===== src/rtl/multiplicador_secuencial.sv =====
// Radix-2 shift-add sequential multiplier, one multiplier bit per cycle.
// Define MULT_SIGNED_EN to honour signed_mode (two's-complement operands).
module multiplicador_secuencial #(
  parameter int WIDTH = 8
) (
  input  logic               clk,
  input  logic               rst_n,
  input  logic               start,
  input  logic [WIDTH-1:0]   A,
  input  logic [WIDTH-1:0]   B,
  input  logic               signed_mode,
  output logic               busy,
  output logic               done,
  output logic [2*WIDTH-1:0] O
);

  localparam int PW = 2 * WIDTH;
  localparam int CW = $clog2(WIDTH);
  localparam logic [CW-1:0] LAST = CW'(WIDTH - 1);

  typedef enum logic [1:0] {
    IDLE,
    RUN,
    DONE
  } state_e;

  state_e state_q, state_d;

  logic [PW-1:0]    acc_q, acc_d;
  logic [CW-1:0]    cnt_q, cnt_d;
  logic [WIDTH-1:0] a_q, a_d;
  logic [WIDTH-1:0] b_q, b_d;
  logic [PW-1:0]    o_q, o_d;

  logic [PW-1:0] mcand;
  logic [PW-1:0] addend;
  logic [PW-1:0] step_sum;
  logic          last_step;

  assign last_step = (cnt_q == LAST);

`ifdef MULT_SIGNED_EN
  logic sgn_q, sgn_d;

  assign mcand = sgn_q ? {{WIDTH{a_q[WIDTH-1]}}, a_q}
                       : {{WIDTH{1'b0}}, a_q};
`else
  logic unused_signed_mode;

  assign unused_signed_mode = signed_mode;
  assign mcand = {{WIDTH{1'b0}}, a_q};
`endif

  assign addend = b_q[cnt_q] ? (mcand << cnt_q) : '0;

  // The multiplier MSB carries weight -2^(W-1) in two's complement.
`ifdef MULT_SIGNED_EN
  assign step_sum = (sgn_q && last_step) ? (acc_q - addend)
                                         : (acc_q + addend);
`else
  assign step_sum = acc_q + addend;
`endif

  always_ff @(posedge clk or negedge rst_n) begin
    if (!rst_n) begin
      state_q <= IDLE;
    end else begin
      state_q <= state_d;
    end
  end

  always_comb begin
    state_d = state_q;
    unique case (state_q)
      IDLE: if (start) state_d = RUN;
      RUN:  if (last_step) state_d = DONE;
      DONE: state_d = start ? RUN : IDLE;
      default: state_d = IDLE;
    endcase
  end

  always_comb begin
    busy = (state_q == RUN);
    done = (state_q == DONE);
    O    = o_q;
  end

  always_comb begin
    acc_d = acc_q;
    cnt_d = cnt_q;
    a_d   = a_q;
    b_d   = b_q;
    o_d   = o_q;
`ifdef MULT_SIGNED_EN
    sgn_d = sgn_q;
`endif
    if (state_q == RUN) begin
      acc_d = step_sum;
      cnt_d = cnt_q + CW'(1);
      if (last_step) o_d = step_sum;
    end else if (start) begin
      acc_d = '0;
      cnt_d = '0;
      a_d   = A;
      b_d   = B;
`ifdef MULT_SIGNED_EN
      sgn_d = signed_mode;
`endif
    end
  end

  always_ff @(posedge clk or negedge rst_n) begin
    if (!rst_n) begin
      acc_q <= '0;
      cnt_q <= '0;
      a_q   <= '0;
      b_q   <= '0;
      o_q   <= '0;
    end else begin
      acc_q <= acc_d;
      cnt_q <= cnt_d;
      a_q   <= a_d;
      b_q   <= b_d;
      o_q   <= o_d;
    end
  end

`ifdef MULT_SIGNED_EN
  always_ff @(posedge clk or negedge rst_n) begin
    if (!rst_n) begin
      sgn_q <= 1'b0;
    end else begin
      sgn_q <= sgn_d;
    end
  end
`endif

endmodule


===== config.mk =====
export PLATFORM = sky130hd
export DESIGN_NAME = multiplicador_secuencial
export DESIGN_NICKNAME = d
export VERILOG_FILES = /design/src/rtl/multiplicador_secuencial.sv
export SDC_FILE = /design/constraint.sdc
export NUM_CORES = 1
export LEC_CHECK = 0
export ABC_AREA = 1
export ABC_CLOCK_PERIOD_IN_PS = 3600
export CAP_MARGIN = 20
export CORE_MARGIN = 4
export CORE_UTILIZATION = 35
export CTS_CLUSTER_DIAMETER = 100
export DETAILED_ROUTE_END_ITERATION = 6
export MAX_ROUTING_LAYER = met4
export PLACE_DENSITY = 0.55
export SLEW_MARGIN = 20
export SYNTH_ARGS = -nofsm -noshare
export SYNTH_HDL_FRONTEND = slang
export SYNTH_SLANG_ARGS = --single-unit

===== constraint.sdc =====
create_clock -name clk -period 3.6 [get_ports clk]
set_clock_uncertainty 0.15 [all_clocks]
set_input_delay 0.36 -clock clk [delete_from_list [all_inputs] [get_ports clk]]
set_output_delay 0.36 -clock clk [all_outputs]
set_load 0.02 [all_outputs]

==> metrics.md, run 1 <==
| Metric | Value |
|---|---|
| Status | completed |
| Final nets | ~520 |
| Die area | 11260 um2 |
| Setup Crit Path Kind | reg2reg |
| Via Count | 2816 |
| Arrival @ worst endpoint | roughly 3.0 ns |
| Int Power | a little under 0.002 W |
| Fmax | around 0.34 GHz |
| Final period utilization | 81.67% |
| Synth Register Bits | 53 |
| Rows | 35 |
| Largest stage delay, worst path | between 0.5 and 0.6 ns |
| Hold path cells | 2 |
| Post-synthesis adder-cell area fraction | 6.907% |
| Drt first pass iters | 4 |
| Post-DP HPWL | ~5.7 mm |
| Clk slew on worst S/H paths | 0.11 ns |
| Synthesized cell area | between 3000 and 4000 um2 |
| Crit-path cells | inv_2 -> o21ai_0 -> o22ai_2 -> nand2_2 -> nand2_4 -> o21ai_2 -> inv_2 -> ha_1 -> nand2_1 -> inv_1 -> nand2_1 -> nand2_1 -> a21oi_1 -> nand3_1 -> nand3_1 -> nand2_1 |
| Multiplexer area fraction after synthesis | 4.679% |
| Max capacitance violation total | 0 |
| Comb power frac | between 60% and 70% |
| WL final | 7.416 mm |
| Leakage power | approximately 2.1 nW |
| Clock power frac | roughly a tenth |
| Final min period | ~3 ns |
| Wire per inst | around 12 um |
| Final Setup Violations | 0 |
| Root Buffer | clkbuf_8 |
| Via density | 4.579 |
| Power density cells | about 970 nW/um2 |
| Largest net degree at the start of global routing | 34 |
| Worst slew margin | just under 50% |
| RSZ-0062 raised after global routing | no |
| First-pass GRT wire length | roughly 13 mm |
| Total power | 0.003834 W |
| Worst-margin pin slew | 0.7593 ns |
| Total track usage | ~14% |
| Final slew viol count | 0 |
| Switching part of the total | 48.29% |
| Core Box Area | 9284 um2 |
| Layout cell share with drive strength beyond 1 | a little over a tenth |
| Vias in the first global route | around 2700 |
| GRT overflow | 0 |
| CP Data Required Time | ~3.7 ns |
| Crit-path max FO | 12 |
| Setup slack after layout | roughly 0.66 ns |
| CTS max path bufs | 2 |
| ANT cells | 0 |
| CTS tree | built |
| Syn_nets | between 400 and 500 |
| Worst path most repeated cell | nand2_1 |
| Detailed Route Iter0 Violations | 59 |
| Fillers | between 900 and 1000 |
| Largest family of logic cells by synthesized area | simple AND/OR/NAND/NOR gates |
| Initial core utilization | between 30 and 40% |
| VDD IR max | ~0.32 mV |
| Psw | ~0.0019 W |
| Die W | ~110 um |
| I/O pin count | 38 |
| Pre-CTS setup slack | around 0.64 ns |
| Initial antenna violation count | 0 |
| Synthesis-to-finish area growth | 17.38% |
| Mapped Avg Cell Area | 7.504 um2 |
| Hold Vio Cnt, Final | 0 |
| Synth area leaders | dfrtp_1, nand2_1, ha_1 |
| Commonest non-fill, non-tap cell in the layout | nand2_1 |
| Netlist cell types | 35 |
| Sequential Power Share | between 20 and 30% |
| Clk sink count | 53 |
| Post-synthesis sequential area ratio | between 30 and 40% |
| Crit start category | register |
| Die Y | roughly 110 um |
| Post-route ant nets | 0 |
| Crit end category | register |
| Total CTS buffers | 5 |
| Most frequent cells in the layout | nand2_1, dfrtp_1, inv_1 |
| Tightest Hold Check Type | reg2reg |
| Synthesized instance count | about 450 |
| H-tree levels | 2 |
| Fin Hold WS | 0.3349 ns |
| Post-Synth Simple-Gate Area | 31.38% |
| Buffers added on ports | 36 |
| Worst skew pair latency | 0.31 ns |
| Post-cts sizing count | 0 |
| Synth Area in Compound Gates | 8.652% |
| Yosys Warn Count | 0 |
| Synth top area share | between 30% and 40% |
| Slowest-stage cell, CP | dfrtp_1 |
| DR DRC count | 0 |
| Post-synth top area cell | dfrtp_1 |
| Setup bufs post-CTS | 0 |
| Reg2Reg Depth | 16 |
| GP Congestion | 0.8634 |
| Post-Synth XOR/XNOR Area | roughly 1.0% |
| Setup Total Neg Slack | 0 ns |
| Hold buffer count at cts | 1 |
-- logic make-up (layout without fill, tap and decap cells) --
| family | Yosys count | in the layout |
|---|---|---|
| simple gates | 249 | 249 |
| buf+inv | 65 | 102 |
| flops | 53 | 53 |
| compound gates | 46 | 46 |
| fa+ha+maj | 18 | 18 |
| mux | 14 | 14 |
| xor+xnor | 4 | 4 |
-- power by group through the flow --
stage | clock network [W] | registers [W] | logic (W)
2_1_floorplan | 0 | 0.00114 | 0.00173
3_3_place_gp | 0 | 0.00109 | 0.00237
3_5_place_dp | 0 | 0.00110 | 0.00241
4_1_cts | 0.000391 | 0.00109 | 0.00242
5_1_grt | 0.000407 | 0.00112 | 0.00273
6_report | 0.000371 | 0.00108 | 0.00238
-- area by class of cell --
class	instances	area [um2]	share of cell area (%)
clock buffers	6	82.58	2.088
flip-flops and latches	53	1326	33.53
multi-input cells	331	1774	44.86
clock inverters	2	17.52	0.4429
inverters	54	205.2	5.188
repair buffers	40	387.9	9.807
well taps	129	161.4	4.081
-- sequential cells by signal, summed over array words and instances, names as in the netlist --
register,flops
O,16
a_q,8
acc_q,16
b_q,8
cnt_q,3
state_q,2
-- routing by layer --
metal / track usage, % / share of wire, % / vias up
met4: 3.053 / 0.84 / 0
met2: 22.99 / 46 / 39
met3: 2.247 / 2.9 / 7
met1: 18.73 / 50 / 1277
li1: - / - / 1493
met5: - / 0 / -
-- critical path: cells and delay by family (launching register included) --
| family | cells | cell delay [ns] |
|---|---|---|
| and+or+nand+nor | 8 | 0.83 |
| adders and majority gates | 1 | 0.33 |
| buffers and inverters | 3 | 0.31 |
| AOI/OAI and AO/OA | 4 | 0.68 |
| DFF | 1 | 0.55 |
-- final timing paths --
path | start | end | slack [ns]
setup / recovery | cnt_q[0]$_DFFE_PN0P_ | O[15]$_DFFE_PN0P_ | 0.66
max in group asynchronous | rst_n | acc_q[14]$_DFFE_PN0P_ | 2.02
hold / removal | O[11]$_DFFE_PN0P_ | O[11]$_DFFE_PN0P_ | 0.33
setup reg to reg | cnt_q[0]$_DFFE_PN0P_ | O[15]$_DFFE_PN0P_ | 0.66
hold reg to reg | O[11]$_DFFE_PN0P_ | O[11]$_DFFE_PN0P_ | 0.33
min in group asynchronous | rst_n | O[15]$_DFFE_PN0P_ | 0.50
-- per-stage QoR --
stage                     area, um2  util (%)  cells
final                          3955     42.60    615
after global routing           3955     42.60    615
after CTS                      3955     42.60    615
after detailed placement       3845     41.42    606
after global placement         3845     41.42    606
after floorplan                3369         -    449
-- synthesized netlist by cell type --
cell      instances
o22ai_2           2
o21ai_1           2
nor2_4            1
xor2_1            3
nor2_2            2
nand2_2           3
ha_1             17
fa_1              1
nand2_1         160
nand2_4           3
clkbuf_1          2
xnor2_1           1
or2_1             4
buf_4             2
mux2_2            8
buf_2             6
o21ai_2          12
clkinv_1          1
mux2_1            6
inv_4             1
inv_2             7
nand4_1           1
dfrtp_1          53
and2_1            1
nor2_1           33
a21oi_1           9
o21ai_0          20
nor3_1            7
o22ai_1           1
nand3b_1          4
or2_0             1
nand3_1          27
or2_2             2
buf_6             1
inv_1            45
Note: power is estimated with default switching activity, not from simulation.
==> inputs of run 2 (changes only) <==
- ABC_CLOCK_PERIOD_IN_PS: 3600 -> 3000
- clock period: 3.6 -> 3 ns (I/O delays scaled with it)
==> run 2 against run 1 <==
  * Core utilization increased by 0.89 points
  * Largest cell class unchanged
  * Largest power group unchanged
  * Total power grew 24%
  * Register-to-register slack lost 0.42 ns
  * Flip-flop and latch count unchanged
  * Critical path depth shrank 1
  * Fmax grew 6.5%
==> metrics.md, run 2 (synthesis gave the netlist of run 1 again) <==
| Metric | Value |
|---|---|
| Worst slew margin | around two thirds |
| Final Setup Violations | 0 |
| Total track usage | 14.35% |
| Total CTS buffers | 5 |
| Post-route ant nets | 0 |
| Arrival @ worst endpoint | around 2.9 ns |
| WL final | 7.497 mm |
| Via density | 4.619 |
| Commonest non-fill, non-tap cell in the layout | nand2_1 |
| Final period utilization | around 92% |
| VDD IR max | 0.3699 mV |
| Setup Crit Path Kind | reg2reg |
| ANT cells | 0 |
| Crit end category | register |
| Setup Total Neg Slack | 0 ns |
| Final min period | 2.762 ns |
| Setup crit start | cnt_q[0]$_DFFE_PN0P_ |
| Synthesis-to-finish area growth | 19.83% |
| Die area | roughly 11000 um2 |
| Post-DP HPWL | 5.845 mm |
| Core Box Area | between 9000 and 10000 um2 |
| I/O pin count | 38 |
| Drt first pass iters | 4 |
| First-pass GRT wire length | ~13 mm |
| Tightest Hold Check Type | in2async |
| RR Startpoint | cnt_q[0]$_DFFE_PN0P_ |
| CTS max path bufs | 2 |
| Leakage power | ~2.1 nW |
| Worst skew pair latency | 0.31 ns |
| Register Area | between 1000 and 1500 um2 |
| Layout cell share with drive strength beyond 1 | approximately 13% |
| Via Count | about 2900 |
| DR DRC count | 0 |
| Worst Setup EP | O[8]$_DFFE_PN0P_ |
| GP Congestion | between 0.8 and 0.9 |
| R2R setup slack | 0.24 ns |
| Max capacitance violation total | 0 |
| Status | completed |
| Wire per inst | 12.11 um |
| Reg2Reg Depth | 15 |
| Die W | between 100 and 150 um |
| H-tree levels | 2 |
| Power density cells | between 1000 and 1500 nW/um2 |
| Detailed Route Iter0 Violations | 84 |
| Fillers | roughly 980 |
| CTS tree | built |
| CP Data Required Time | just over 3 ns |
| Root Buffer | clkbuf_8 |
| # placed instances | 609 |
| Worst r2r dst | O[8]$_DFFE_PN0P_ |
| GRT overflow | 0 |
| Buffers added on ports | 36 |
| Clk sink count | 53 |
| RSZ-0062 raised after global routing | no |
| Multi-input logic area | ~1800 um2 |
| Hold Vio Cnt, Final | 0 |
| Largest net degree at the start of global routing | 34 |
| Most frequent cells in the layout | nand2_1, dfrtp_1, inv_1 |
| Crit-path max FO | 7 |
| Die Y | 106.1 um |
| Final slew viol count | 0 |
| Finished Layout Cells | ~620 |
| Rows | 35 |
| Worst-margin pin slew | about 0.5 ns |
| Vias in the first global route | roughly 2800 |
| Crit start category | register |
| Initial core utilization | between 30 and 40% |
| Clk slew on worst S/H paths | 0.10 ns |
| Fmax | around 0.36 GHz |
| Initial antenna violation count | 0 |
| Final nets | about 530 |
## run 2: timing repair
item / in CTS / in global routing
hold buffers: 1 / 0
resized for setup: 0 / 9
buffers inserted: 0 / 1
endpoints found under the hold margin: 20 / 0
setup endpoints to repair: 0 / 20
## run 2: worst max-delay path, cell delays in order (launching register included)
cell     delay [ns]
dfrtp_2        0.47
buf_4          0.18
o21ai_1        0.17
o22ai_2        0.10
nand2_2        0.13
nor3_1         0.08
ha_1           0.21
fa_1           0.41
nand2_1        0.09
nand2_1        0.06
and2_1         0.18
nand2_1        0.07
nand2_1        0.06
xor2_1         0.20
nand2_1        0.09
nand2_1        0.07
## run 2: report_power, final
| part | leakage, nW | internal [W] | switching, W |
|---|---|---|---|
| Combinational | 1.38 | 0.00118 | 0.00178 |
| Sequential | 0.649 | 0.00106 | 0.000216 |
| Clock | 0.0574 | 0.000272 | 0.000238 |
## run 2: metal layers
| layer | global-route usage (%) | wire length, um | part of all wire [%] | vias up |
|---|---|---|---|---|
| li1 | - | - | - | 1501 |
| met1 | 18.84 | 3692 | 49 | 1307 |
| met2 | 22.94 | 3482 | 46 | 42 |
| met3 | 2.064 | 223 | 3.0 | 9 |
| met4 | 4.533 | 99 | 1.3 | 0 |
| met5 | - | 0 | 0 | - |
## run 2: metrics by stage
step                      setup slack (ns)  cell area [um2]  util (%)  hold WS [ns]  total power, W
final                               0.2384             4038     43.49        0.3353        0.004748
after floorplan                     0.5460             3369         -       -0.1456        0.003450
after detailed placement           0.08765             3867     41.66        0.1513        0.004238
after CTS                          0.05725             3998     43.06        0.3414        0.004774
after global routing              0.009204             4038     43.49        0.3507        0.005275
after global placement              0.1527             3867     41.66        0.1443        0.004177
## run 2: layout make-up
| cell class | instances | area share (%) |
|---|---|---|
| Sequential cell | 53 | 32.88 |
| Multi-Input combinational cell | 331 | 44.65 |
| Clock inverter | 2 | 0.9297 |
| Clock buffer | 6 | 2.045 |
| Tap cell | 129 | 3.998 |
| Inverter | 54 | 5.144 |
| Timing Repair Buffer | 44 | 10.35 |
## run 2: worst min-delay path by stage
stage	depth (start not counted)	to	slack, ns	from
after floorplan	0	O[0]$_DFFE_PN0P_	-0.15	rst_n
after global placement	1	O[5]$_DFFE_PN0P_	0.14	rst_n
after detailed placement	1	O[5]$_DFFE_PN0P_	0.15	rst_n
after CTS	2	O[6]$_DFFE_PN0P_	0.34	O[6]$_DFFE_PN0P_
after global routing	2	O[8]$_DFFE_PN0P_	0.35	O[8]$_DFFE_PN0P_
final	2	O[5]$_DFFE_PN0P_	0.34	rst_n
